<file path="src/rtl/blit_pkg.sv">
// rtl/blit_pkg.sv - shared op/state encodings and default geometry for the blitter
package blit_pkg;

    typedef enum logic [1:0] {
        OP_ADD   = 2'b00,
        OP_REM   = 2'b01,
        OP_GLYPH = 2'b10,
        OP_RSVD  = 2'b11
    } blit_op_e;

    typedef enum logic [2:0] {
        ST_IDLE  = 3'd0,
        ST_RD_W  = 3'd1,
        ST_RD_H  = 3'd2,
        ST_DRAW  = 3'd3,
        ST_FLUSH = 3'd4
    } blit_state_e;

    localparam int DEF_SCR_W        = 640;
    localparam int DEF_SCR_H        = 480;
    localparam int DEF_PIX_W        = 9;
    localparam int DEF_ROM_AW       = 16;
    localparam int DEF_N_IMG        = 32;
    localparam int DEF_TRANSP       = 'h088;
    localparam int DEF_FONT_W       = 13;
    localparam int DEF_FONT_H       = 16;
    localparam int DEF_FONT_SHEET_W = 546;

    // image header words carry 10-bit width/height
    localparam int DIM_W = 10;

endpackage

</file>
<file path="src/rtl/bmp_blitter_if.sv">
// rtl/bmp_blitter_if.sv - command, ROM and video-memory write bundle of the blitter
interface bmp_blitter_if #(
    parameter int SCR_W  = blit_pkg::DEF_SCR_W,
    parameter int SCR_H  = blit_pkg::DEF_SCR_H,
    parameter int PIX_W  = blit_pkg::DEF_PIX_W,
    parameter int ROM_AW = blit_pkg::DEF_ROM_AW,
    parameter int N_IMG  = blit_pkg::DEF_N_IMG
);
    localparam int XW   = $clog2(SCR_W);
    localparam int YW   = $clog2(SCR_H);
    localparam int SELW = $clog2(N_IMG);
    localparam int SAW  = $clog2(SCR_W * SCR_H);

    logic              cmd_vld;
    logic              cmd_rdy;
    logic [1:0]        cmd_op;
    logic [5:0]        cmd_indx;
    logic [XW-1:0]     cmd_x;
    logic [YW-1:0]     cmd_y;
    logic [SELW-1:0]   rom_sel;
    logic              rom_font;
    logic [ROM_AW-1:0] rom_addr;
    logic [PIX_W-1:0]  rom_rdata;
    logic [SAW-1:0]    waddr;
    logic [PIX_W-1:0]  wdata;
    logic              we;
    logic              busy;
    logic              done;

    modport master (
        output cmd_vld, cmd_op, cmd_indx, cmd_x, cmd_y, rom_rdata,
        input  cmd_rdy, rom_sel, rom_font, rom_addr, waddr, wdata, we, busy, done
    );

    modport slave (
        input  cmd_vld, cmd_op, cmd_indx, cmd_x, cmd_y, rom_rdata,
        output cmd_rdy, rom_sel, rom_font, rom_addr, waddr, wdata, we, busy, done
    );

endinterface

</file>
<file path="src/rtl/blit_addr_gen.sv">
// rtl/blit_addr_gen.sv - column/row traversal, ROM address, screen address and clip flag
module blit_addr_gen
    import blit_pkg::*;
#(
    parameter int SCR_W        = DEF_SCR_W,
    parameter int SCR_H        = DEF_SCR_H,
    parameter int ROM_AW       = DEF_ROM_AW,
    parameter int FONT_W       = DEF_FONT_W,
    parameter int FONT_SHEET_W = DEF_FONT_SHEET_W,
    localparam int XW          = $clog2(SCR_W),
    localparam int YW          = $clog2(SCR_H),
    localparam int SAW         = $clog2(SCR_W * SCR_H)
)(
    input  logic              clk,
    input  logic              rst_n,
    input  logic              load_img,
    input  logic              load_glyph,
    input  logic              hdr_step,
    input  logic              step,
    input  logic              glyph,
    input  logic [5:0]        glyph_indx,
    input  logic [XW-1:0]     x,
    input  logic [YW-1:0]     y,
    input  logic [DIM_W-1:0]  w,
    input  logic [DIM_W-1:0]  h,
    output logic [ROM_AW-1:0] rom_addr,
    output logic              last,
    output logic [SAW-1:0]    scr_addr,
    output logic              clip
);

    logic [DIM_W-1:0]  col;
    logic [DIM_W-1:0]  row;
    logic [DIM_W:0]    col_n;
    logic [DIM_W:0]    row_n;
    logic [ROM_AW-1:0] row_base;
    logic [ROM_AW-1:0] pitch;
    logic [ROM_AW-1:0] glyph_base;
    logic              col_last;
    logic              row_last;
    logic [31:0]       sx;
    logic [31:0]       sy;

    assign col_n    = {1'b0, col} + {{DIM_W{1'b0}}, 1'b1};
    assign row_n    = {1'b0, row} + {{DIM_W{1'b0}}, 1'b1};
    assign col_last = (col_n == {1'b0, w});
    assign row_last = (row_n == {1'b0, h});
    assign last     = col_last && row_last;

    // images are stored contiguously; glyphs live in one wide sheet
    assign pitch      = glyph ? ROM_AW'(FONT_SHEET_W) : ROM_AW'(w);
    assign glyph_base = ROM_AW'(glyph_indx) * ROM_AW'(FONT_W);

    // screen coordinates kept wide so off-screen pixels never alias a valid address
    assign sx       = 32'(x) + 32'(col);
    assign sy       = 32'(y) + 32'(row);
    assign clip     = (sx >= 32'(SCR_W)) || (sy >= 32'(SCR_H));
    assign scr_addr = SAW'(sy * 32'(SCR_W) + sx);

    always_ff @(posedge clk or negedge rst_n) begin
        if (!rst_n) begin
            col      <= '0;
            row      <= '0;
            rom_addr <= '0;
            row_base <= '0;
        end else if (load_img) begin
            col      <= '0;
            row      <= '0;
            rom_addr <= '0;
            row_base <= '0;
        end else if (load_glyph) begin
            col      <= '0;
            row      <= '0;
            rom_addr <= glyph_base;
            row_base <= glyph_base;
        end else if (hdr_step) begin
            rom_addr <= rom_addr + ROM_AW'(1);
            row_base <= rom_addr + ROM_AW'(1);
        end else if (step) begin
            if (col_last) begin
                col      <= '0;
                row      <= row_n[DIM_W-1:0];
                rom_addr <= row_base + pitch;
                row_base <= row_base + pitch;
            end else begin
                col      <= col_n[DIM_W-1:0];
                rom_addr <= rom_addr + ROM_AW'(1);
            end
        end
    end

endmodule

</file>
<file path="src/rtl/bmp_blitter.sv">
// rtl/bmp_blitter.sv - draws/erases ROM images and font glyphs into linear video memory
module bmp_blitter
    import blit_pkg::*;
#(
    parameter int SCR_W                = DEF_SCR_W,
    parameter int SCR_H                = DEF_SCR_H,
    parameter int PIX_W                = DEF_PIX_W,
    parameter int ROM_AW               = DEF_ROM_AW,
    parameter int N_IMG                = DEF_N_IMG,
    parameter logic [PIX_W-1:0] TRANSP = PIX_W'(DEF_TRANSP),
    parameter int FONT_W               = DEF_FONT_W,
    parameter int FONT_H               = DEF_FONT_H,
    parameter int FONT_SHEET_W         = DEF_FONT_SHEET_W
)(
    input logic          clk,
    input logic          rst_n,
    bmp_blitter_if.slave bus
);

    localparam int XW   = $clog2(SCR_W);
    localparam int YW   = $clog2(SCR_H);
    localparam int SELW = $clog2(N_IMG);
    localparam int SAW  = $clog2(SCR_W * SCR_H);

    localparam logic [2:0] IDLE  = ST_IDLE;
    localparam logic [2:0] RD_W  = ST_RD_W;
    localparam logic [2:0] RD_H  = ST_RD_H;
    localparam logic [2:0] DRAW  = ST_DRAW;
    localparam logic [2:0] FLUSH = ST_FLUSH;

    logic [2:0]        state;
    logic [SELW-1:0]   rom_sel_r;
    logic              rom_font_r;
    logic              remove_r;
    logic              bad_r;
    logic              hfirst;
    logic              fl;
    logic [DIM_W-1:0]  w_r;
    logic [DIM_W-1:0]  h_r;
    logic [XW-1:0]     x_r;
    logic [YW-1:0]     y_r;
    logic              p_vld;
    logic              p_clip;
    logic [SAW-1:0]    p_addr;
    logic [SAW-1:0]    waddr_r;
    logic [PIX_W-1:0]  wdata_r;
    logic              we_r;
    logic              done_r;

    logic              accept;
    logic              is_img;
    logic              zero;
    logic              iss;
    logic              wr;
    logic [DIM_W-1:0]  rd_dim;
    logic [DIM_W-1:0]  w_eff;
    logic [DIM_W-1:0]  h_eff;
    logic [ROM_AW-1:0] rom_addr;
    logic              last;
    logic [SAW-1:0]    scr_addr;
    logic              clip;

    assign accept = bus.cmd_vld && (state == IDLE);
    assign is_img = (bus.cmd_op == OP_ADD) || (bus.cmd_op == OP_REM);
    assign rd_dim = DIM_W'(bus.rom_rdata);

    // height arrives on rom_rdata during the first DRAW cycle, so it is used directly there
    assign zero  = hfirst && ((w_r == '0) || (rd_dim == '0) || bad_r);
    assign iss   = (state == DRAW) && !zero;
    assign w_eff = rom_font_r ? DIM_W'(FONT_W) : w_r;
    assign h_eff = rom_font_r ? DIM_W'(FONT_H) : (hfirst ? rd_dim : h_r);
    assign wr    = p_vld && !p_clip && (bus.rom_rdata != TRANSP);

    blit_addr_gen #(
        .SCR_W        (SCR_W),
        .SCR_H        (SCR_H),
        .ROM_AW       (ROM_AW),
        .FONT_W       (FONT_W),
        .FONT_SHEET_W (FONT_SHEET_W)
    ) u_addr_gen (
        .clk        (clk),
        .rst_n      (rst_n),
        .load_img   (accept && is_img),
        .load_glyph (accept && (bus.cmd_op == OP_GLYPH)),
        .hdr_step   ((state == RD_W) || (state == RD_H)),
        .step       (iss),
        .glyph      (rom_font_r),
        .glyph_indx (bus.cmd_indx),
        .x          (x_r),
        .y          (y_r),
        .w          (w_eff),
        .h          (h_eff),
        .rom_addr   (rom_addr),
        .last       (last),
        .scr_addr   (scr_addr),
        .clip       (clip)
    );

    always_ff @(posedge clk or negedge rst_n) begin
        if (!rst_n) begin
            state      <= IDLE;
            rom_sel_r  <= '0;
            rom_font_r <= 1'b0;
            remove_r   <= 1'b0;
            bad_r      <= 1'b0;
            hfirst     <= 1'b0;
            fl         <= 1'b0;
            w_r        <= '0;
            h_r        <= '0;
            x_r        <= '0;
            y_r        <= '0;
            p_vld      <= 1'b0;
            p_clip     <= 1'b0;
            p_addr     <= '0;
            waddr_r    <= '0;
            wdata_r    <= '0;
            we_r       <= 1'b0;
            done_r     <= 1'b0;
        end else begin
            done_r <= 1'b0;
            // stage 1 tags line up with rom_rdata one cycle after the address
            p_vld   <= iss;
            p_clip  <= clip;
            p_addr  <= scr_addr;
            we_r    <= wr;
            waddr_r <= wr ? p_addr : '0;
            wdata_r <= wr ? (remove_r ? '0 : bus.rom_rdata) : '0;

            case (state)
                IDLE: begin
                    if (bus.cmd_vld) begin
                        rom_sel_r  <= bus.cmd_indx[SELW-1:0];
                        rom_font_r <= (bus.cmd_op == OP_GLYPH);
                        remove_r   <= (bus.cmd_op == OP_REM);
                        bad_r      <= (32'(bus.cmd_indx) >= 32'(N_IMG));
                        x_r        <= bus.cmd_x;
                        y_r        <= bus.cmd_y;
                        case (bus.cmd_op)
                            OP_ADD, OP_REM: state  <= RD_W;
                            OP_GLYPH:       state  <= DRAW;
                            default:        done_r <= 1'b1;
                        endcase
                    end
                end
                RD_W: state <= RD_H;
                RD_H: begin
                    w_r    <= rd_dim;
                    hfirst <= 1'b1;
                    state  <= DRAW;
                end
                DRAW: begin
                    hfirst <= 1'b0;
                    if (hfirst) begin
                        h_r <= rd_dim;
                    end
                    if (zero) begin
                        state  <= IDLE;
                        done_r <= 1'b1;
                    end else if (last) begin
                        state <= FLUSH;
                        fl    <= 1'b0;
                    end
                end
                FLUSH: begin
                    // one cycle for the ROM read, one for the registered write
                    fl <= 1'b1;
                    if (fl) begin
                        state  <= IDLE;
                        done_r <= 1'b1;
                    end
                end
                default: state <= IDLE;
            endcase
        end
    end

    assign bus.cmd_rdy  = (state == IDLE);
    assign bus.busy     = (state != IDLE);
    assign bus.rom_sel  = rom_sel_r;
    assign bus.rom_font = rom_font_r;
    assign bus.rom_addr = rom_addr;
    assign bus.waddr    = waddr_r;
    assign bus.wdata    = wdata_r;
    assign bus.we       = we_r;
    assign bus.done     = done_r;

endmodule

</file>
<file path="src/flat_wrapper.sv">
// flat-port wrapper written by rule: the top's interface ports become plain ports
module bmp_blitter_flat import blit_pkg::*;
#(
    parameter int SCR_W                = DEF_SCR_W,
    parameter int SCR_H                = DEF_SCR_H,
    parameter int PIX_W                = DEF_PIX_W,
    parameter int ROM_AW               = DEF_ROM_AW,
    parameter int N_IMG                = DEF_N_IMG,
    parameter logic [PIX_W-1:0] TRANSP = PIX_W'(DEF_TRANSP),
    parameter int FONT_W               = DEF_FONT_W,
    parameter int FONT_H               = DEF_FONT_H,
    parameter int FONT_SHEET_W         = DEF_FONT_SHEET_W
)
  (clk, rst_n, bus_cmd_vld, bus_cmd_op, bus_cmd_indx, bus_cmd_x, bus_cmd_y, bus_rom_rdata, bus_cmd_rdy, bus_rom_sel, bus_rom_font, bus_rom_addr, bus_waddr, bus_wdata, bus_we, bus_busy, bus_done);
  bmp_blitter_if #(.SCR_W(SCR_W), .SCR_H(SCR_H), .PIX_W(PIX_W), .ROM_AW(ROM_AW), .N_IMG(N_IMG)) bus_i ();
  input logic clk;
  input logic rst_n;
  input wire logic [$bits(bus_i.cmd_vld)-1:0] bus_cmd_vld;
  input wire logic [$bits(bus_i.cmd_op)-1:0] bus_cmd_op;
  input wire logic [$bits(bus_i.cmd_indx)-1:0] bus_cmd_indx;
  input wire logic [$bits(bus_i.cmd_x)-1:0] bus_cmd_x;
  input wire logic [$bits(bus_i.cmd_y)-1:0] bus_cmd_y;
  input wire logic [$bits(bus_i.rom_rdata)-1:0] bus_rom_rdata;
  output wire logic [$bits(bus_i.cmd_rdy)-1:0] bus_cmd_rdy;
  output wire logic [$bits(bus_i.rom_sel)-1:0] bus_rom_sel;
  output wire logic [$bits(bus_i.rom_font)-1:0] bus_rom_font;
  output wire logic [$bits(bus_i.rom_addr)-1:0] bus_rom_addr;
  output wire logic [$bits(bus_i.waddr)-1:0] bus_waddr;
  output wire logic [$bits(bus_i.wdata)-1:0] bus_wdata;
  output wire logic [$bits(bus_i.we)-1:0] bus_we;
  output wire logic [$bits(bus_i.busy)-1:0] bus_busy;
  output wire logic [$bits(bus_i.done)-1:0] bus_done;
  assign bus_i.cmd_vld = bus_cmd_vld;
  assign bus_i.cmd_op = bus_cmd_op;
  assign bus_i.cmd_indx = bus_cmd_indx;
  assign bus_i.cmd_x = bus_cmd_x;
  assign bus_i.cmd_y = bus_cmd_y;
  assign bus_i.rom_rdata = bus_rom_rdata;
  assign bus_cmd_rdy = bus_i.cmd_rdy;
  assign bus_rom_sel = bus_i.rom_sel;
  assign bus_rom_font = bus_i.rom_font;
  assign bus_rom_addr = bus_i.rom_addr;
  assign bus_waddr = bus_i.waddr;
  assign bus_wdata = bus_i.wdata;
  assign bus_we = bus_i.we;
  assign bus_busy = bus_i.busy;
  assign bus_done = bus_i.done;
  bmp_blitter #(.SCR_W(SCR_W), .SCR_H(SCR_H), .PIX_W(PIX_W), .ROM_AW(ROM_AW), .N_IMG(N_IMG), .TRANSP(TRANSP), .FONT_W(FONT_W), .FONT_H(FONT_H), .FONT_SHEET_W(FONT_SHEET_W)) u_core (.clk(clk), .rst_n(rst_n), .bus(bus_i));
endmodule
</file>
<file path="config.mk">
export PLATFORM = sky130hd
export DESIGN_NAME = bmp_blitter_flat
export DESIGN_NICKNAME = d
export VERILOG_FILES = /design/src/rtl/blit_pkg.sv /design/src/rtl/bmp_blitter_if.sv /design/src/rtl/blit_addr_gen.sv /design/src/rtl/bmp_blitter.sv /design/src/flat_wrapper.sv
export SDC_FILE = /design/constraint.sdc
export NUM_CORES = 1
export LEC_CHECK = 0
export CAP_MARGIN = 20
export CORE_MARGIN = 8
export CORE_UTILIZATION = 25
export CTS_CLUSTER_SIZE = 30
export DETAILED_ROUTE_END_ITERATION = 10
export GPL_ROUTABILITY_DRIVEN = 0
export REMOVE_ABC_BUFFERS = 1
export SYNTH_ARGS = -nofsm -noshare
export SYNTH_HDL_FRONTEND = slang
export SYNTH_SLANG_ARGS = --single-unit
</file>
<file path="constraint.sdc">
create_clock -name clk -period 6.9 [get_ports clk]
set_clock_uncertainty 0.1 [all_clocks]
set_input_delay 0.69 -clock clk [delete_from_list [all_inputs] [get_ports clk]]
set_output_delay 0.69 -clock clk [all_outputs]
set_load 0.1 [all_outputs]
</file>
Word-level counts from Yosys, hierarchy flattened. Index checks and enable logic that the tools add are counted.

Add/sub/neg operators: 7. Multiply operators: 2. Divide/modulo/power cells: 0. Order comparisons: 3. Equal/unequal tests: 16. Shift operators: 0. Muxes and demuxes: 42. Bitwise logic cells: 0. Reductions and logical operators: 34.

Operator list (number): 16-bit 2-to-1 mux (10); 10-bit 2-to-1 mux (13); 9-bit 2-to-1 mux (3); 10-bit by 1-bit adder with 11-bit output, second input constant (2); 11-bit by 10-bit == test with 1-bit output (2); 10-bit zero test (2); 19-bit by 11-bit adder with 19-bit output (1); 19-bit 2-to-1 mux (1); 16-bit by 1-bit adder with 16-bit output, second input constant (1); 16-bit by 10-bit adder with 16-bit output (1); 3-bit one-hot mux with 5 select lines (1); 11-bit by 3-bit multiplier with 12-bit output, second input constant (1); 3-bit 2-to-1 mux (4); 10-bit by 10-bit adder with 11-bit output (1); 9-bit by 10-bit adder with 11-bit output (1); 11-bit by 10-bit greater-or-equal comparator with 1-bit output, second input constant (1); 11-bit by 9-bit greater-or-equal comparator with 1-bit output, second input constant (1); 6-bit by 4-bit multiplier with 10-bit output, second input constant (1); 9-bit by 8-bit inequality test with 1-bit output, second input constant (1); 3-bit nonzero test (3); 1-bit logical AND (8); 4-bit nonzero test (2); 3-bit by 2-bit == test with 1-bit output, second input constant (2); 6-bit greater-or-equal comparator, second input constant (1); other kinds (22) (40).

Flip-flop bits (word level): 154. Latch bits: 0. RAM bits: 0. ROM bits: 0. Bits of input ports: 39. Output and inout bits: 54. Word-level logic and storage cells: 126. Memories: 0.

Depth between registers and ports, before layout. Gate-level depths: netlist (run 1).

Depth in word-level cells: 10. Mapped depth: 19.

By module. A second synthesis (run 1) with hierarchy kept.

Cells, all modules: 1063. Area, all modules: 9960.8 µm².

By module, submodules not included: blit_addr_gen (times used 1, cells each 745, area each 6140.9 µm², seq. area each 1301.2 µm²); bmp_blitter (times used 1, cells each 318, area each 3819.9 µm², seq. area each 2552.4 µm²).

Worst setup path after synthesis (run 1). No wires, ideal clock.

Path type: reg2reg. Start: register u_core.rom_font_r, in the netlist u_core.bus.rom_font. End: register u_core.u_addr_gen.row_base[14]. Data arrival time: 3808 ps. Slack: 2923 ps. Stages on the path, launching flop included: 14. Path through: dfrtp_1 > buf_2 > buf_1 > clkbuf_1 > or2_2 > inv_1 > fa_1 > nor2b_1 > o31a_1 > o2bb2ai_1 > o21ai_0 > nand3_1 > or4_1 > nand3b_1.

Longest elaborated chain between the ends: 8. Elaborated cells on any way between the ends: 11. Classes of those cells: 1 x add/sub; 1 x eq/ne; 7 x mux; 2 x reduce/logical.

RTL lines: start: declaration (line bmp_blitter.sv:33) `logic rom_font_r;`; start signal: assignment (line bmp_blitter.sv:133) `rom_font_r <= (bus.cmd_op == OP_GLYPH);`; 9-bit 2-to-1 mux (line bmp_blitter.sv:70) `assign w_eff = rom_font_r ? DIM_W'(FONT_W) : w_r;`; 10-bit 2-to-1 mux (line blit_addr_gen.sv:51) `assign pitch = glyph ? ROM_AW'(FONT_SHEET_W) : ROM_AW'(w);`; 16-bit by 10-bit adder with 16-bit output (line blit_addr_gen.sv:84) `row_base <= row_base + pitch;`; 16-bit 2-to-1 mux (line blit_addr_gen.sv:80) `if (col_last) begin`; 16-bit 2-to-1 mux (line blit_addr_gen.sv:79) `end else if (step) begin`; 16-bit 2-to-1 mux (line blit_addr_gen.sv:76) `end else if (hdr_step) begin`; 16-bit 2-to-1 mux (line blit_addr_gen.sv:71) `end else if (load_glyph) begin`; 16-bit 2-to-1 mux (line blit_addr_gen.sv:66) `end else if (load_img) begin`; end signal: assignment (line blit_addr_gen.sv:75) `row_base <= glyph_base;`; end signal: assignment (line blit_addr_gen.sv:78) `row_base <= rom_addr + ROM_AW'(1);`; end signal: assignment (line blit_addr_gen.sv:84); end: declaration (line blit_addr_gen.sv:36) `logic [ROM_AW-1:0] row_base;`.

Several ways; a longest one is shown, not always the timed one. The select of a mux whose other input is x is not followed. A chain may end at the register's enable or synchronous reset.

Final worst setup path (run 1).
Start: register u_core.u_addr_gen.row[0]. End: register u_core.p_addr[18].

Longest elaborated chain between the ends: 3.

RTL lines: start: declaration (line blit_addr_gen.sv:33) `logic [DIM_W-1:0] row;`; start signal: assignment (line blit_addr_gen.sv:82) `row <= row_n[DIM_W-1:0];`; 9-bit by 10-bit adder with 11-bit output (line blit_addr_gen.sv:56) `assign sy = 32'(y) + 32'(row);`; 11-bit by 3-bit multiplier with 12-bit output (line blit_addr_gen.sv:58) `assign scr_addr = SAW'(sy * 32'(SCR_W) + sx);`; 19-bit by 11-bit adder with 19-bit output (line blit_addr_gen.sv:58); via u_core.scr_addr[18] (line bmp_blitter.sv:60) `logic [SAW-1:0] scr_addr;`; end signal: assignment (line bmp_blitter.sv:124) `p_addr <= scr_addr;`; end: declaration (line bmp_blitter.sv:44) `logic [SAW-1:0] p_addr;`.

The timed path passes the listed nets, and every way through them passes these cells.

==> impl_metrics.tcl, run 1 <==
set metrics [dict create \
    crit_path_top_delay_cell "sky130_fd_sc_hd__fa_1" \
    clock-sinks 154 \
    pwr-share-seq 0.250 \
    clockBufferDepth 2 \
    postRouteWirelength_mm 26.26 \
    antenna_found_initial 0 \
    cp_slowest_stage_delay_ns 0.49 \
    proportion_of_synthesized_area_in_mux_cells 0.04759 \
    synth_flop_cell "sky130_fd_sc_hd__dfrtp_1" \
    required_ns 7.11 \
    total_switching_power_mw 3.128 \
    power.share.clock 0.153 \
    finalHoldWorstSlack_ns 0.1791 \
    swShare 0.4966 \
    globalRouteOverflowTotal 0 \
    final.period_utilization 0.6250 \
    row_count 72 \
    die-width_um 213.0 \
    grt_start_max_net_pins 72 \
    cts.reportedPaths.clkPinSlew_ns 0.07 \
    clock_tree.htree_level_count 4 \
    pwr_density_cell_mw_per_mm2 532.8 \
    synth_async_reset_ratio 1.000 \
    final_net_count 1253 \
    synth_area_per_cell_sq_um 9.256 \
    post-route-cell-area_sq_mm 0.01183 \
    clock_tree_from_tritoncts "yes" \
    max_cap_violations 0 \
    port_buffers 92 \
    rsz0062_at_grt "false" \
    syn_inst 1048 \
    post-route-drc-count 0 \
    cts_inserted_buffers 17 \
    synthTopCellsByArea "sky130_fd_sc_hd__dfrtp_1, sky130_fd_sc_hd__ha_1, sky130_fd_sc_hd__nand2_1" \
    netlist-cell-type-count 74 \
    crit_type "flop to flop" \
    top_level_i_o_count 93 \
    layout-area-overhead-vs-synth_pct 21.90 \
    vias_per_cell 4.693 \
    ys_ff_latch 154 \
    seq_area_frac_synth 0.3973 \
    firstDrtPassIters 6 \
    placed_cell_area_sq_mm 0.01123 \
    critical_path_arrival_ns 4.52 \
    floorplan.initialDensity 0.2522 \
    max-slew-margin-rel 0.2751 \
    ys_warn_count 0 \
    layout.cells.most_common_list "sky130_fd_sc_hd__dfrtp_1, sky130_fd_sc_hd__nand2_1, sky130_fd_sc_hd__clkdlybuf4s50_1, sky130_fd_sc_hd__nor2_1, sky130_fd_sc_hd__ha_1" \
    intPower_mw 3.171 \
    grt_first_pass_wirelength_mm 42.74 \
    netlist.area_leader.share 0.3973 \
    synthDominantAreaCellType "sky130_fd_sc_hd__dfrtp_1" \
    worstSetupEndpointType "flop" \
    synth_compound_gate_area_share 0.1411 \
    layout-drive-gt1-share 0.06516 \
    layout_commonest_cell "sky130_fd_sc_hd__dfrtp_1" \
    pwr-share-comb 0.596 \
    timing.fmax_ghz 0.2319 \
    worstMarginPinSlew_ns 1.083 \
    synth-edff-count 0 \
    postCtsResizedCells 0 \
    place_hpwl_mm 19.98 \
    path_max_fanout 7 \
    grt_pass1_vias 7809 \
    vias 7838 \
    die_height_um 213.0 \
    synthSimpleGateAreaFrac 0.1888 \
    post_synth_xor_area_fraction 0.08719 \
    report.final.slew_viol_count 0 \
    final_core_util 0.3074 \
    p_leak_nw 5.269 \
    number_of_nets_with_antenna_violations_after_detailed_routing 0 \
    num-fill-cells 4025 \
    main_combinational_cell_family_by_area_after_synthesis "simple AND/OR/NAND/NOR gates" \
    final_setup_vio_count 0 \
    die_area_sq_mm 0.04536 \
    finalHoldViolations 0 \
    drtIter0Drc 630 \
    core_region_area_sq_mm 0.03847 \
    post-route-min-period_ns 4.312 \
    final.setup.tns_ns 0 \
    clkLatencyLatePin_ns 0.43 \
    post_drt_wl_per_cell_um 15.73 \
    crit_path_start_kind "flop" \
    grt_util_all_layers 0.1188 \
    timing.critical_path.cells "ha_1 -> inv_1 -> fa_1 -> nor2b_1 -> o21ai_0 -> a21oi_1 -> ha_1 -> fa_1 -> a211oi_1 -> nor2_1 -> o31ai_1 -> o311ai_0 -> nor4_1 -> xnor2_1 -> xor2_1" \
    cts_post_setup_buffers_inserted 0 \
    clockRootBuffer "sky130_fd_sc_hd__clkbuf_16" \
    number_of_hold_buffers_added_after_cts 0 \
    outcome "finished, final reports clean" \
    ir_worst_vdd_v 0.0003375 \
    total_power_mw 6.300 \
    hold_path_class "primary input to asynchronous set/reset pin" \
    synth-adder-area-share 0.1042 \
    post_synth_instance_area_sq_mm 0.009701 \
]
==> stage by stage <==
| step | std cells | setup WS, ns |
|---|---|---|
| final | 1670 | 2.588 |
| after global routing | 1669 | 2.148 |
| after CTS | 1669 | 2.567 |
| after detailed placement | 1637 | 2.612 |
| after global placement | 1637 | 2.694 |
| after floorplan | 1016 | 2.267 |
==> critical path, delay by kind of cell (launching register included) <==
kind	cells	cell delay [ns]
flops	1	0.48
buf+inv	1	0.06
simple gates	3	0.64
compound gates	5	1.18
xor+xnor	2	0.29
fa+ha+maj	4	1.44
==> layout make-up <==
cell class                 instances  area [sq um]  share of cell area
multi-input combinational        810          5524              0.4671
sequential                       154          3854              0.3259
timing repair buffer             103          1005             0.08496
tap                              518         648.1             0.05481
clock buffer                      18         439.2             0.03714
inverter                          52         195.2             0.01651
clock inverter                    14         157.7             0.01333
antenna                            1         2.502           0.0002116
==> worst paths after layout <==
check	startpoint	endpoint	slack, ns	cells past startpoint
worst max register to register	u_core.u_addr_gen.row[0]	u_core.p_addr[18]	2.59	15
worst min register to register	u_core.p_addr[9]	u_core.bus.waddr[9]	0.33	1
min in group clk	u_core.p_addr[9]	u_core.bus.waddr[9]	0.33	1
worst min-delay path	rst_n	u_core.bus.waddr[15]	0.18	1
worst max-delay path	u_core.u_addr_gen.row[0]	u_core.p_addr[18]	2.59	15
max in group asynchronous	rst_n	u_core.u_addr_gen.row[7]	4.91	3
==> routing by layer <==
metal | share of wire | vias to the layer above | routed length (um) | GRT usage
li1 | - | 3830 | - | -
met2 | 0.46 | 186 | 11960 | 0.1863
met1 | 0.48 | 3796 | 12600 | 0.1624
met4 | 0.013 | 0 | 337 | 0.03094
met5 | 0 | - | 0 | 0
met3 | 0.052 | 26 | 1356 | 0.02789
==> synthesized netlist by cell type, drive strengths merged (4+ instances only) <==
cell type	number
or4	5
nand3b	7
mux2i	21
clkbuf	23
inv	51
nor4	6
a21oi	59
o21a	9
a211oi	15
ha	68
nand2b	9
nor3	20
a31oi	5
nor2	78
buf	9
nand4	4
mux2	22
or3	4
fa	8
o21ai	56
nand3	37
nand2	140
xnor2	54
and2	33
o31ai	10
dfrtp	154
and3	8
xor2	40
a21o	12
o211ai	4
nor2b	18
==> power by group through the flow <==
stage,clock network (mW),registers (mW),logic [mW]
2_1_floorplan,0,2.27,2.10
3_3_place_gp,0,1.58,3.71
3_5_place_dp,0,1.59,3.77
4_1_cts,0.993,1.58,3.78
5_1_grt,1.03,1.62,4.12
6_report,0.966,1.58,3.76
==> registers in the layout (all words and copies together) (netlist names), 3 cells and up <==
register,flops
u_core.bus.waddr,19
u_core.p_addr,19
u_core.u_addr_gen.rom_addr,16
u_core.u_addr_gen.row_base,16
u_core.h_r,10
u_core.u_addr_gen.col,10
u_core.u_addr_gen.row,10
u_core.x_r,10
u_core.bus.wdata,9
u_core.w_r,9
u_core.y_r,9
u_core.bus.rom_sel,5
u_core.state,3
==> logic make-up after synthesis <==
family	after synthesis
and+or+nand+nor	382
AOI/OAI and AO/OA	214
DFF	154
xor gates and xnor gates	95
buffers and inverters	84
adders and majority gates	76
muxes	43
(Power assumes the default switching activity.)
==> run 2: changes to the inputs <==
clock period = 3.74 ns   (was 6.9 ns; I/O delays follow)
==> impl_metrics.tcl, run 2 (same netlist as run 1, synthesis figures left out) <==
set metrics [dict create \
    outcome "complete, but fails checks" \
    violations "negative setup slack" \
    globalRouteOverflowTotal 0 \
    post-route-cell-area_sq_mm 0.01254 \
    grt_util_all_layers 0.1226 \
    multiInputGateArea_sq_mm 0.005743 \
    final_net_count 1321 \
    layout.cells.most_common_list "sky130_fd_sc_hd__dfrtp_1, sky130_fd_sc_hd__nand2_1, sky130_fd_sc_hd__clkdlybuf4s50_1, sky130_fd_sc_hd__buf_4, sky130_fd_sc_hd__nor2_1" \
    vias_per_cell 4.676 \
    antenna_found_initial 1 \
    layout-drive-gt1-share 0.1452 \
    register_area_sq_mm 0.003854 \
    clock_tree_from_tritoncts "yes" \
    die-width_um 213.0 \
    vias 8123 \
    firstDrtPassIters 5 \
    hold_path_class "flop to flop" \
    dpl_worst_slack_ns -0.2776 \
    row_count 72 \
    placed_cell_area_sq_mm 0.01169 \
    post_route_worst_setup_slack_ns -0.08663 \
    max-slew-margin-rel 0.3237 \
    core_region_area_sq_mm 0.03847 \
    r2r-end "u_core.p_addr[18]" \
    clock_tree.htree_level_count 4 \
    num_antenna_cells 0 \
    post-route-drc-count 0 \
    worstMarginPinSlew_ns 1.011 \
    cts.reportedPaths.clkPinSlew_ns 0.07 \
    postRouteWirelength_mm 27.67 \
    rsz0062_at_grt "true" \
    grt_first_pass_wirelength_mm 43.65 \
    grt_start_max_net_pins 95 \
    layout-area-overhead-vs-synth_pct 29.25 \
    die_area_sq_mm 0.04536 \
    grt_pass1_vias 8026 \
    clockBufferDepth 2 \
    rr_worst_depth 20 \
    number_of_nets_with_antenna_violations_after_detailed_routing 0 \
    clockRootBuffer "sky130_fd_sc_hd__clkbuf_16" \
    critical_path_arrival_ns 4.10 \
    cts_inserted_buffers 17 \
    layout_commonest_cell "sky130_fd_sc_hd__dfrtp_1" \
    min_to "u_core.bus.waddr[6]" \
    floorplan.initialDensity 0.2522 \
    final_setup_vio_count 1 \
    finalHoldViolations 0 \
    report.final.slew_viol_count 0 \
    ir_worst_vdd_v 0.0006657 \
    place_hpwl_mm 20.18 \
    worstSetupEndpointType "flop" \
    num-fill-cells 4026 \
    pwr_density_cell_mw_per_mm2 986.1 \
    hold_path_startpoint "u_core.p_addr[6]" \
    post-route-min-period_ns 3.827 \
    drtIter0Drc 346 \
    ff2ff_setup_slack_ns -0.09 \
    final.period_utilization 1.023 \
    startpoint_of_the_worst_slack_reg_to_reg_timing_path "u_core.y_r[0]" \
    path_max_fanout 2 \
    post_drt_wl_per_cell_um 15.93 \
    crit_type "flop to flop" \
    max_cap_violations 0 \
    top_level_i_o_count 93 \
    port_buffers 92 \
    required_ns 4.01 \
    timing.hold.worst_path_depth 1 \
    clkLatencyLatePin_ns 0.46 \
    clock-sinks 154 \
    crit_path_start_kind "flop" \
    timing.fmax_ghz 0.2613 \
    die_height_um 213.0 \
    p_leak_nw 5.633 \
]
run 2: stage by stage:
stage | util | setup TNS [ns] | hold WS, ns | instances | total power, mW
after floorplan | - | -24.67 | -0.02159 | 1016 | 8.053
after global placement | 0.3039 | -0.08844 | 0.3328 | 1698 | 10.16
after detailed placement | 0.3039 | -0.4385 | 0.3331 | 1698 | 10.28
after CTS | 0.3220 | 0 | 0.3326 | 1736 | 12.23
after global routing | 0.3260 | -0.3745 | 0.3495 | 1737 | 13.24
final | 0.3260 | -0.08663 | 0.3476 | 1737 | 12.36
run 2: critical path, stage by stage (launching register included):
cell                       delay, ns
sky130_fd_sc_hd__dfrtp_1        0.35
sky130_fd_sc_hd__ha_2           0.20
sky130_fd_sc_hd__inv_2          0.05
sky130_fd_sc_hd__fa_2           0.39
sky130_fd_sc_hd__nor2b_2        0.14
sky130_fd_sc_hd__o31a_1         0.18
sky130_fd_sc_hd__o21ai_2        0.09
sky130_fd_sc_hd__a21boi_2       0.17
sky130_fd_sc_hd__o21ai_1        0.11
sky130_fd_sc_hd__nor2b_4        0.14
sky130_fd_sc_hd__xnor2_2        0.16
sky130_fd_sc_hd__xor2_1         0.20
sky130_fd_sc_hd__ha_2           0.32
sky130_fd_sc_hd__o21a_4         0.24
sky130_fd_sc_hd__o31ai_4        0.08
sky130_fd_sc_hd__buf_4          0.16
sky130_fd_sc_hd__nand2b_1       0.06
sky130_fd_sc_hd__a21oi_2        0.13
sky130_fd_sc_hd__xnor2_1        0.14
sky130_fd_sc_hd__xnor2_1        0.15
sky130_fd_sc_hd__xor2_1         0.17
run 2: area by class of cell:
type / instances / share of cell area
Inverter: 52 / 0.01557
Timing Repair Buffer: 171 / 0.1219
Multi-Input combinational cell: 810 / 0.4580
Clock buffer: 17 / 0.03393
Tap cell: 518 / 0.05169
Sequential cell: 154 / 0.3074
Clock inverter: 15 / 0.01148
run 2: what timing repair did:
action                                 in CTS  in global routing
pin swaps                                  12                 25
endpoints found under the hold margin      92                  0
setup buffers                               5                  1
resized for setup                          22                 24
hold buffers                                1                  0
setup endpoints to repair                   3                  4
run 2: power breakdown:
| part | leakage [nW] | total, mW | internal [mW] | switching, mW |
|---|---|---|---|---|
| clock | 0.277 | 1.74 | 0.889 | 0.855 |
| sequential | 1.96 | 2.83 | 2.34 | 0.493 |
| combinational | 3.39 | 7.79 | 3.03 | 4.76 |
run 2: how the worst max path moves through the flow:
| stage | start | end | slack (ns) | cells after the start |
|---|---|---|---|---|
| global route | u_core.y_r[0] | u_core.p_addr[18] | -0.27 | 20 |
| detailed placement | u_core.y_r[0] | u_core.p_addr[18] | -0.28 | 18 |
| floorplan | u_core.state[0] | u_core.u_addr_gen.row_base[9] | -0.89 | 6 |
| global placement | u_core.y_r[0] | u_core.p_addr[18] | -0.09 | 18 |
| finish | u_core.y_r[0] | u_core.p_addr[18] | -0.09 | 20 |
| CTS | u_core.u_addr_gen.row[1] | u_core.p_addr[18] | 0.0007 | 15 |
run 2: routing by layer:
metal	up-vias	global-route usage	wire length, um
met5	-	0	13
met3	30	0.03009	1337
li1	3980	-	-
met1	3952	0.1556	12810
met2	159	0.2031	13090
met4	2	0.03832	422
==> run 3: changes to the inputs <==
CORE_UTILIZATION = 53   (was 25)
PLACE_DENSITY = 0.78   (was not set)
==> impl_metrics.tcl, run 3 (same netlist as run 1, synthesis figures left out) <==
set metrics [dict create \
    core_region_area_sq_mm 0.01796 \
    r2r-end "u_core.p_addr[18]" \
    rsz0062_at_grt "true" \
    ff2ff_setup_slack_ns -0.15 \
    startpoint_of_the_worst_slack_reg_to_reg_timing_path "u_core.y_r[0]" \
    cts.reportedPaths.clkPinSlew_ns 0.06 \
    wl_met1_mm 11.38 \
    die-width_um 151.3 \
    highest-signal-layer "met4" \
    layout.cells.most_common_list "sky130_fd_sc_hd__dfrtp_1, sky130_fd_sc_hd__nand2_1, sky130_fd_sc_hd__clkdlybuf4s50_1, sky130_fd_sc_hd__nor2_1, sky130_fd_sc_hd__buf_4" \
    max-slew-margin-rel 0.3290 \
    final.setup.tns_ns -0.2310 \
    ir_worst_vdd_v 0.0006854 \
    grt_start_max_net_pins 94 \
    cp_top_family "adder cells" \
    min_to "u_core.bus.waddr[4]" \
    finalHoldViolations 0 \
    grt_util_all_layers 0.2342 \
    number_of_nets_with_antenna_violations_after_detailed_routing 0 \
    post-place-cells 1392 \
    post-route-min-period_ns 3.887 \
    layout-area-overhead-vs-synth_pct 26.34 \
    final.period_utilization 1.039 \
    clockRootBuffer "sky130_fd_sc_hd__clkbuf_16" \
    num_antenna_cells 0 \
    floorplan.initialDensity 0.5400 \
    vias_per_cell 5.953 \
    timing.critical_path.cells "ha_4 -> inv_2 -> fa_2 -> buf_4 -> buf_4 -> xnor2_2 -> ha_2 -> ha_4 -> fa_2 -> a211oi_2 -> nor2_2 -> o31ai_4 -> buf_4 -> nand2b_4 -> a21oi_4 -> xnor2_2 -> xnor2_1 -> xor2_1" \
    worstMarginPinSlew_ns 1.003 \
    clock-sinks 154 \
    cpMostUsedCell "sky130_fd_sc_hd__buf_4" \
    hold_path_startpoint "u_core.p_addr[4]" \
    path_max_fanout 3 \
    outcome "complete, but fails checks" \
    dpl_worst_slack_ns -0.2362 \
    drtIter0Drc 807 \
    max_cap_violations 0 \
    cp_slowest_stage_delay_ns 0.42 \
    register_area_sq_mm 0.003854 \
    post-route-drc-count 0 \
    hold_path_class "flop to flop" \
    required_ns 3.99 \
    antenna_found_initial 0 \
    clock_tree.htree_level_count 4 \
    multiInputGateArea_sq_mm 0.005849 \
    crit_path_top_delay_cell "sky130_fd_sc_hd__fa_2" \
    worstSetupEndpointType "flop" \
    clockBufferDepth 2 \
    post-route-cell-area_sq_mm 0.01226 \
    crit_type "flop to flop" \
    globalRouteOverflowTotal 0 \
    die_area_sq_mm 0.02289 \
    wp_buf_inv 4 \
    top_level_i_o_count 93 \
    layout-drive-gt1-share 0.1547 \
    crit_cells 18 \
    pwr_density_cell_mw_per_mm2 1036 \
    pwr-share-seq 0.223 \
    met2WireLength_mm 13.09 \
    total_power_mw 12.70 \
    postRouteWirelength_mm 27.39 \
    p_leak_nw 5.617 \
    route.met3.wl_mm 2.074 \
    crit_path_start_kind "flop" \
    place_hpwl_mm 18.29 \
    grt_pass1_vias 8282 \
    firstDrtPassIters 5 \
    pwr-share-comb 0.644 \
    timing.hold.worst_path_depth 1 \
    intPower_mw 6.438 \
    total_switching_power_mw 6.257 \
    placed_cell_area_sq_mm 0.01121 \
    timing.fmax_ghz 0.2573 \
    finalHoldWorstSlack_ns 0.3429 \
    final_setup_vio_count 2 \
    post_route_worst_setup_slack_ns -0.1472 \
    post_drt_wl_per_cell_um 18.97 \
    final_core_util 0.6822 \
    cts_inserted_buffers 17 \
    clock_tree_from_tritoncts "yes" \
    port_buffers 92 \
    grt_first_pass_wirelength_mm 42.67 \
    layoutNonFillerInstCount 1444 \
    rr_worst_depth 18 \
    die_height_um 151.3 \
    clkLatencyLatePin_ns 0.43 \
    violations "negative setup slack" \
    power.share.clock 0.133 \
    row_count 49 \
    vias 8596 \
    report.final.slew_viol_count 0 \
    num-fill-cells 1327 \
    critical_path_arrival_ns 4.13 \
    layout_commonest_cell "sky130_fd_sc_hd__dfrtp_1" \
    swShare 0.4929 \
    final_net_count 1318 \
]
==> run 3: cell count changes in the layout (fill, tap and decap cells not counted), moves of 4 or more <==
cell                      before  now
sky130_fd_sc_hd__inv_8         6    0
sky130_fd_sc_hd__ha_1         63   56
sky130_fd_sc_hd__ha_4          3    7
sky130_fd_sc_hd__a21oi_1      56   51
==> run 3: per-layer routing <==
layer  up-vias  track usage
met4         0      0.08906
met2       375       0.3816
met1      4171       0.3062
met5         -            0
met3        89      0.04004
li1       3961            -
==> run 3: power groups by stage <==
| stage | clock (mW) | combinational, mW | sequential (mW) |
|---|---|---|---|
| final | 1.69 | 8.18 | 2.83 |
| after global routing | 1.78 | 8.73 | 2.90 |
| after CTS | 1.70 | 7.71 | 2.81 |
| after detailed placement | 0 | 7.32 | 2.83 |
| after global placement | 0 | 7.16 | 2.80 |
| after floorplan | 0 | 3.87 | 4.18 |
==> run 3: worst max path at each step <==
| stage | start | endpoint | slack, ns |
|---|---|---|---|
| 4_1_cts | u_core.u_addr_gen.row[0] | u_core.p_addr[18] | -0.03 |
| 2_1_floorplan | u_core.state[0] | u_core.u_addr_gen.row_base[9] | -0.89 |
| 3_3_place_gp | u_core.y_r[0] | u_core.p_addr[18] | -0.04 |
| 3_5_place_dp | u_core.y_r[0] | u_core.p_addr[18] | -0.24 |
| 6_report | u_core.y_r[0] | u_core.p_addr[18] | -0.15 |
| 5_1_grt | u_core.y_r[0] | u_core.p_addr[18] | -0.27 |
==> run 3: final cells by class <==
type,instances,area share
Clock buffer,20,0.03726
Sequential cell,154,0.3144
Tap cell,229,0.02338
Multi-Input combinational cell,810,0.4773
Clock inverter,11,0.009086
Inverter,52,0.01593
Timing Repair Buffer,168,0.1226
==> run 3: timing repair <==
item                       in CTS  in global routing
pin swaps                      23                 20
setup buffers                  12                  8
setup endpoints to repair       4                  4
hold endpoints to repair       92                  0
hold buffers                    1                  0
resized for setup              40                 26
